===== config.mk =====
export PLATFORM = sky130hd
export DESIGN_NAME = muldiv_sequencer
export DESIGN_NICKNAME = d
export VERILOG_FILES = /design/src/rtl/mips_pkg.sv /design/src/rtl/muldiv_iter.sv /design/src/rtl/muldiv_sequencer.sv
export SDC_FILE = /design/constraint.sdc
export NUM_CORES = 1
export LEC_CHECK = 0
export BUFFER_PORTS_ARGS = -buffer_cell sky130_fd_sc_hd__buf_2
export CORE_ASPECT_RATIO = 0.8
export CORE_UTILIZATION = 50
export CTS_CLUSTER_SIZE = 24
export DETAILED_ROUTE_END_ITERATION = 10
export PLACE_DENSITY_LB_ADDON = 0.05
export REMOVE_ABC_BUFFERS = 1
export SETUP_SLACK_MARGIN = 0.2
export SLEW_MARGIN = 20
export SYNTH_ARGS = -nofsm -noshare
export SYNTH_HDL_FRONTEND = slang
export SYNTH_SLANG_ARGS = --single-unit
export TNS_END_PERCENT = 5

===== constraint.sdc =====
create_clock -name clk -period 5.6 [get_ports clk]
set_input_delay 1.12 -clock clk [delete_from_list [all_inputs] [get_ports clk]]
set_output_delay 1.12 -clock clk [all_outputs]
set_load 0.02 [all_outputs]

===== src/rtl/mips_pkg.sv =====
`default_nettype none
// ============================================================================
//  Module      : mips_pkg
//  Description : Shared types and constants for the HI/LO mult/div unit.
//  Revision    : 1.0 - initial release
// ============================================================================
package mips_pkg;

    localparam int MD_WIDTH   = 32;
    localparam int MD_LATENCY = MD_WIDTH + 3;

    typedef enum logic [1:0] {
        OP_MULT  = 2'b00,
        OP_MULTU = 2'b01,
        OP_DIV   = 2'b10,
        OP_DIVU  = 2'b11
    } muldiv_op_e;

    typedef enum logic [2:0] {
        ST_IDLE = 3'd0,
        ST_PREP = 3'd1,
        ST_CALC = 3'd2,
        ST_FIX  = 3'd3,
        ST_DONE = 3'd4
    } muldiv_state_e;

endpackage
`default_nettype wire


===== src/rtl/muldiv_iter.sv =====
`default_nettype none
// ============================================================================
//  Module      : muldiv_iter
//  Description : Shared 2*WIDTH shift register doing one shift-add (multiply)
//                or one restoring-divide step per cycle.
//  Revision    : 1.0 - initial release
// ============================================================================
module muldiv_iter #(
    parameter int WIDTH = 32
) (
    input  logic                 clk,
    input  logic                 reset,
    input  logic                 load,
    input  logic                 step,
    input  logic                 is_div,
    input  logic [WIDTH-1:0]     lo_init,
    input  logic [WIDTH-1:0]     opd_init,
    output logic [2*WIDTH-1:0]   acc
);

    logic [2*WIDTH-1:0] r_acc;
    logic [WIDTH-1:0]   r_opd;
    logic [WIDTH:0]     w_mul_sum;
    logic [WIDTH:0]     w_trial;
    logic [WIDTH:0]     w_diff;
    logic               w_fits;

    // Upper half is product-high / partial remainder, lower half is multiplier / quotient.
    assign w_mul_sum = {1'b0, r_acc[2*WIDTH-1:WIDTH]} + (r_acc[0] ? {1'b0, r_opd} : '0);
    assign w_trial   = r_acc[2*WIDTH-1:WIDTH-1];
    assign w_diff    = w_trial - {1'b0, r_opd};
    assign w_fits    = ~w_diff[WIDTH];

    always_ff @(posedge clk) begin
        if (reset) begin
            r_acc <= '0;
            r_opd <= '0;
        end else if (load) begin
            r_acc <= {{WIDTH{1'b0}}, lo_init};
            r_opd <= opd_init;
        end else if (step) begin
            if (is_div)
                r_acc <= {(w_fits ? w_diff[WIDTH-1:0] : w_trial[WIDTH-1:0]),
                          r_acc[WIDTH-2:0], w_fits};
            else
                r_acc <= {w_mul_sum, r_acc[WIDTH-1:1]};
        end
    end

    assign acc = r_acc;

endmodule
`default_nettype wire


===== src/rtl/muldiv_sequencer.sv =====
`default_nettype none
// ============================================================================
//  Module      : muldiv_sequencer
//  Description : Iterative MULT/MULTU/DIV/DIVU unit owning HI/LO, with
//                MTHI/MTLO writes and a busy stall indication.
//  Revision    : 1.0 - initial release
// ============================================================================
module muldiv_sequencer
    import mips_pkg::*;
#(
    parameter int WIDTH = MD_WIDTH,
    parameter int CNT_W = $clog2(WIDTH)
) (
    input  logic             clk,
    input  logic             reset,
    input  logic             start,
    input  logic [1:0]       op,
    input  logic [WIDTH-1:0] rs_val,
    input  logic [WIDTH-1:0] rt_val,
    input  logic             wr_hi,
    input  logic             wr_lo,
    input  logic [WIDTH-1:0] wr_data,
    output logic [WIDTH-1:0] hi,
    output logic [WIDTH-1:0] lo,
    output logic             busy,
    output logic             done,
    output logic             div0
);

    muldiv_state_e      r_state;
    muldiv_op_e         r_op;
    logic [WIDTH-1:0]   r_rs;
    logic [WIDTH-1:0]   r_rt;
    logic [WIDTH-1:0]   r_hi;
    logic [WIDTH-1:0]   r_lo;
    logic [CNT_W-1:0]   r_cnt;
    logic               r_neg_q;
    logic               r_neg_r;
    logic               r_busy;
    logic               r_done;
    logic               r_div0;

    logic               w_is_div;
    logic               w_signed;
    logic               w_rs_neg;
    logic               w_rt_neg;
    logic [WIDTH-1:0]   w_rs_abs;
    logic [WIDTH-1:0]   w_rt_abs;
    logic               w_div_zero;
    logic [2*WIDTH-1:0] w_acc;
    logic [2*WIDTH-1:0] w_prod;
    logic [WIDTH-1:0]   w_quot;
    logic [WIDTH-1:0]   w_rem;

    assign w_is_div   = (r_op == OP_DIV) || (r_op == OP_DIVU);
    assign w_signed   = (r_op == OP_MULT) || (r_op == OP_DIV);
    assign w_rs_neg   = w_signed & r_rs[WIDTH-1];
    assign w_rt_neg   = w_signed & r_rt[WIDTH-1];
    assign w_rs_abs   = w_rs_neg ? -r_rs : r_rs;
    assign w_rt_abs   = w_rt_neg ? -r_rt : r_rt;
    assign w_div_zero = w_is_div && (r_rt == '0);

    muldiv_iter #(.WIDTH(WIDTH)) u_iter (
        .clk      (clk),
        .reset    (reset),
        .load     (r_state == ST_PREP),
        .step     (r_state == ST_CALC),
        .is_div   (w_is_div),
        .lo_init  (w_is_div ? w_rs_abs : w_rt_abs),
        .opd_init (w_is_div ? w_rt_abs : w_rs_abs),
        .acc      (w_acc)
    );

    // Magnitude results are sign-corrected in FIX; 0x80000000 / -1 wraps naturally.
    assign w_prod = r_neg_q ? -w_acc : w_acc;
    assign w_quot = r_neg_q ? -w_acc[WIDTH-1:0] : w_acc[WIDTH-1:0];
    assign w_rem  = r_neg_r ? -w_acc[2*WIDTH-1:WIDTH] : w_acc[2*WIDTH-1:WIDTH];

    always_ff @(posedge clk) begin
        if (reset) begin
            r_state <= ST_IDLE;
            r_op    <= OP_MULT;
            r_rs    <= '0;
            r_rt    <= '0;
            r_hi    <= '0;
            r_lo    <= '0;
            r_cnt   <= '0;
            r_neg_q <= 1'b0;
            r_neg_r <= 1'b0;
            r_busy  <= 1'b0;
            r_done  <= 1'b0;
            r_div0  <= 1'b0;
        end else begin
            r_done <= 1'b0;
            r_div0 <= 1'b0;
            case (r_state)
                ST_IDLE, ST_DONE: begin
                    if (wr_hi) r_hi <= wr_data;
                    if (wr_lo) r_lo <= wr_data;
                    if (start) begin
                        r_op    <= muldiv_op_e'(op);
                        r_rs    <= rs_val;
                        r_rt    <= rt_val;
                        r_busy  <= 1'b1;
                        r_state <= ST_PREP;
                    end else begin
                        r_state <= ST_IDLE;
                    end
                end
                ST_PREP: begin
                    r_neg_q <= w_rs_neg ^ w_rt_neg;
                    r_neg_r <= w_rs_neg;
                    if (w_div_zero) begin
                        r_hi    <= r_rs;
                        r_lo    <= '1;
                        r_done  <= 1'b1;
                        r_div0  <= 1'b1;
                        r_busy  <= 1'b0;
                        r_state <= ST_DONE;
                    end else begin
                        r_cnt   <= CNT_W'(WIDTH - 1);
                        r_state <= ST_CALC;
                    end
                end
                ST_CALC: begin
                    if (r_cnt == '0)
                        r_state <= ST_FIX;
                    else
                        r_cnt <= r_cnt - CNT_W'(1);
                end
                ST_FIX: begin
                    if (w_is_div) begin
                        r_hi <= w_rem;
                        r_lo <= w_quot;
                    end else begin
                        r_hi <= w_prod[2*WIDTH-1:WIDTH];
                        r_lo <= w_prod[WIDTH-1:0];
                    end
                    r_done  <= 1'b1;
                    r_busy  <= 1'b0;
                    r_state <= ST_DONE;
                end
                default: begin
                    r_busy  <= 1'b0;
                    r_state <= ST_IDLE;
                end
            endcase
        end
    end

    assign hi   = r_hi;
    assign lo   = r_lo;
    assign busy = r_busy;
    assign done = r_done;
    assign div0 = r_div0;

endmodule
`default_nettype wire


==> metrics.csv <==
stage,metric,value,unit
worst_setup_path,reg2regPathDepth,9,
synth,ys_seq_elements,239,
timing,setup-violations-final,0,
pwr,p_switching,2.466,mW
placed_design,dp_hpwl,44110,µm
synth,async_flop_share,0,%
timing,tns,0,ns
cells_and_area,fin_nets,2583,
floorplan,initial_core_util,50.78,%
worst_setup_path,crit_end,lo[20],
routing,wl_per_cell,20.94,µm
clocking,cts_tree,done,
worst_setup_path,crit_family,simple AND/OR/NAND/NOR gates,
cells_and_area,diodes,0,
floorplan,core,0.03356,mm²
synth,synth_area_leaders,"dfxtp_1 28%, a21oi_1 8.7%, nand2_1 7.0%",
global_routing,grt_pass1_wl,91910,µm
routing,avgViaCountPerCell,6.216,
cells_and_area,final_util,56.68,%
synth,synth_top_area_share,28.08,%
cells_and_area,areaGrowthSynthToFinish,11.62,%
clocking,ctsHoldBuffers,0,
global_routing,grt_max_degree,79,
worst_setup_path,r2r-end,lo[20],
floorplan,pin_count,170,
clocking,cts-root-buf,clkbuf_16,
timing,hold_viol_final,0,
worst_setup_path,max_stage_delay,0.85,ns
synth,yosys_warnings,0,
timing,tightest_slew,1.150,ns
clocking,cts_buffers,27,
routing,wl,59860,µm
placed_design,globalplace.congestion,0.9640,
worst_setup_path,end_kind,flop,
worst_setup_path,cp-startpoint,r_rt[2],
routing,vias,17771,
worst_setup_path,r2r_start,r_rt[2],
worst_setup_path,worstPathArrival,4.80,ns
routing,drc,0,
worst_setup_path,rrSetupSlack,1.27,ns
clocking,postCtsResizedCells,0,
clocking,htreeDepth,1,
worst_setup_path,crit_path_max_fanout,24,
clocking,clock_latency,0.56,ns
worst_setup_path,cp_cell_sequence,"or3_1, nor3b_1, nand3b_1, nor4_1, o21ai_1, buf_4, nand2_1, o221ai_1, a21oi_1",
clocking,clk_pin_slew_worst_paths,0.06,ns
worst_setup_path,startpoint_type,flop,
pwr,netSwitchingFraction,38.99,%
timing,finalCritPeriodShare,77.31,%
pwr,seq_power_share,32.8,%
hold_path,min_path_type,flop to flop,
cells_and_area,drive_above_1_share,12.37,%
synth,ys_seq_area_share,28.08,%
worst_setup_path,cpMaxStageDelayCell,nand2_1,
floorplan,core.rowCount,60,
timing,layout_min_cycle_time,4.329,ns
placed_design,placement.io_buffers,169,
worst_setup_path,worstSetupPathType,flop to flop,
worst_setup_path,path_buf_inv,1,
routing,ant_nets,0,
synth,synth_flop_cell,dfxtp_1,
synth,synth_cells,2343,
global_routing,antenna_found_initial,0,
worst_setup_path,worst-endpoint-required,6.07,ns
clocking,clock_path_buffers,3,
placed_design,post-place-cells,2813,
global_routing,grt_pass1_vias,15796,
global_routing,grt_remaining_overflow,0,
floorplan,die-height,167.1,µm
floorplan,die_x,208.4,µm
pwr,combPwrFrac,38.6,%
clocking,post_cts_buffers,0,
pwr,ir_drop,233.5,µV
timing,slew_violations,0,
worst_setup_path,crit_cells,9,
pwr,leakage,7.669,nW
routing,dr.pass1.iters,5,
synth,synth_edf_count,0,
timing,grt_setup_unrepaired,no,
pwr,powerDensity,332.5,mW/mm²
status,status,"finished, final reports clean",
pwr,internal_power,3.859,mW
flow_run,maxCapViolCount,0,
routing,drt_iter0_drc,1763,
timing,fmax,231.0,MHz
pwr,clkPwrFrac,28.6,%
clocking,cts_sinks,239,
synth,ys_types,79,
timing,max-slew-margin-rel,23.16,%
global_routing,grt_usage,33.33,%
synth,syn_avg_cell_area,7.273,µm²
timing,fin_skew,0.01936,ns
synth,syn_area,0.01704,mm²
floorplan,dieArea,0.03483,mm²
synth,yosysTopAreaCell,dfxtp_1,
cells_and_area,final_cells,2859,
==> cell usage after synthesis, types with 16 or more instances <==
cell        n
ha_1       70
nand3_1    25
nor2_1    269
o211ai_1   36
o21ai_0   128
a21oi_1   295
clkbuf_1  141
xnor2_1   101
nor2b_1    18
nand2b_1   23
xor2_1     72
dfxtp_1   239
o31ai_1    18
nor3_1     58
nor4_1     31
or3_1      16
a211oi_1   82
buf_1      16
o22ai_1    16
inv_1      59
nand2_1   320
a31oi_1    22
a21o_1     26
mux2i_1    49
o221ai_1   24
==> sequential cells by signal, indices dropped and copies added (netlist names) <==
register,flops
busy,1
div0,1
done,1
hi,32
lo,32
r_cnt,5
r_neg_q,1
r_neg_r,1
r_op,2
r_rs,32
r_rt,32
r_state,3
u_iter.acc,64
u_iter.r_opd,32
==> metrics by stage <==
step / power (mW) / hold slack [ns] / cell area [µm²] / worst slack, ns
after global routing: 6.645 / 0.4719 / 19020 / 0.9105
final: 6.325 / 0.4495 / 19020 / 1.271
after floorplan: 3.687 / 0.4258 / 16380 / -1.133
after detailed placement: 4.492 / 0.4426 / 18140 / 1.350
after global placement: 4.466 / 0.4376 / 18110 / 1.453
after CTS: 6.298 / 0.4522 / 19020 / 1.360
==> cell usage in the layout (no fill, tap or decap), drive strengths merged, types with 7 or more instances in the layout <==
cell,synthesis,final
nand2,320,320
a21oi,296,296
nor2,269,269
dfxtp,239,239
buf,27,205
o21ai,130,130
xnor2,101,101
a211oi,82,82
xor2,72,72
ha,70,70
inv,59,60
nor3,59,59
mux2i,49,49
clkbuf,142,38
o211ai,36,36
nor4,31,31
a21o,26,26
nand3,26,26
o221ai,24,24
nand2b,23,23
a31oi,22,22
o31ai,19,19
nor2b,18,18
or3,16,16
o22ai,16,16
or4,15,15
o21a,13,13
o41ai,12,12
nand4,11,11
mux2,10,10
and2,10,10
a2111oi,9,9
nor3b,9,9
or2,8,8
a211o,7,7
==> routing by layer <==
| metal | up-vias | track usage [%] | wire [µm] |
|---|---|---|---|
| li1 | 8521 | - | - |
| met1 | 8376 | 48.40 | 27370 |
| met3 | 94 | 4.576 | 4844 |
| met4 | 0 | 9.919 | 1733 |
| met2 | 780 | 50.97 | 25910 |
| met5 | - | 0 | 0 |
==> cell families (layout without fill, tap and decap cells) <==
family	after synthesis	in the layout	share of synthesized area [%]
AND/OR/NAND/NOR	833	833	21.79
AO/OA/AOI/OAI	736	736	26.89
flip-flops	239	239	28.08
buffers and inverters	229	311	5.169
XOR/XNOR	173	173	8.892
adder cells (fa/ha/maj)	72	72	5.375
multiplexers	61	61	3.804
==> power by group through the flow <==
stage	logic [mW]	clock network (mW)	registers (mW)
after CTS	2.40	1.83	2.07
after detailed placement	2.39	0	2.10
final	2.44	1.81	2.08
after floorplan	1.56	0	2.13
after global routing	2.66	1.89	2.09
after global placement	2.37	0	2.10
==> worst min path at each step <==
stage,start,end,slack [ns],depth (start not counted)
6_report,hi[23],hi[23],0.45,2
5_1_grt,lo[21],lo[21],0.47,2
4_1_cts,lo[20],lo[20],0.45,2
3_5_place_dp,hi[1],hi[1],0.44,2
3_3_place_gp,hi[15],hi[15],0.44,2
2_1_floorplan,u_iter.r_opd[10],u_iter.r_opd[10],0.43,2
==> layout make-up <==
class	count	area, µm²
clock inverters	8	97.59
fillers	3242	14540
clock buffers	38	777.0
flip-flops and latches	239	4790
multi-input cells	1875	11430
repair buffers	205	1155
well taps	434	543.0
inverters	60	225.2
==> worst reg2reg max path: cells and delay by family, from the launching register on <==
family	cells	cell delay, ns
simple gates	5	2.95
compound gates	3	0.72
flops	1	0.35
buf+inv	1	0.24
Power figures use the tool's default switching activity.
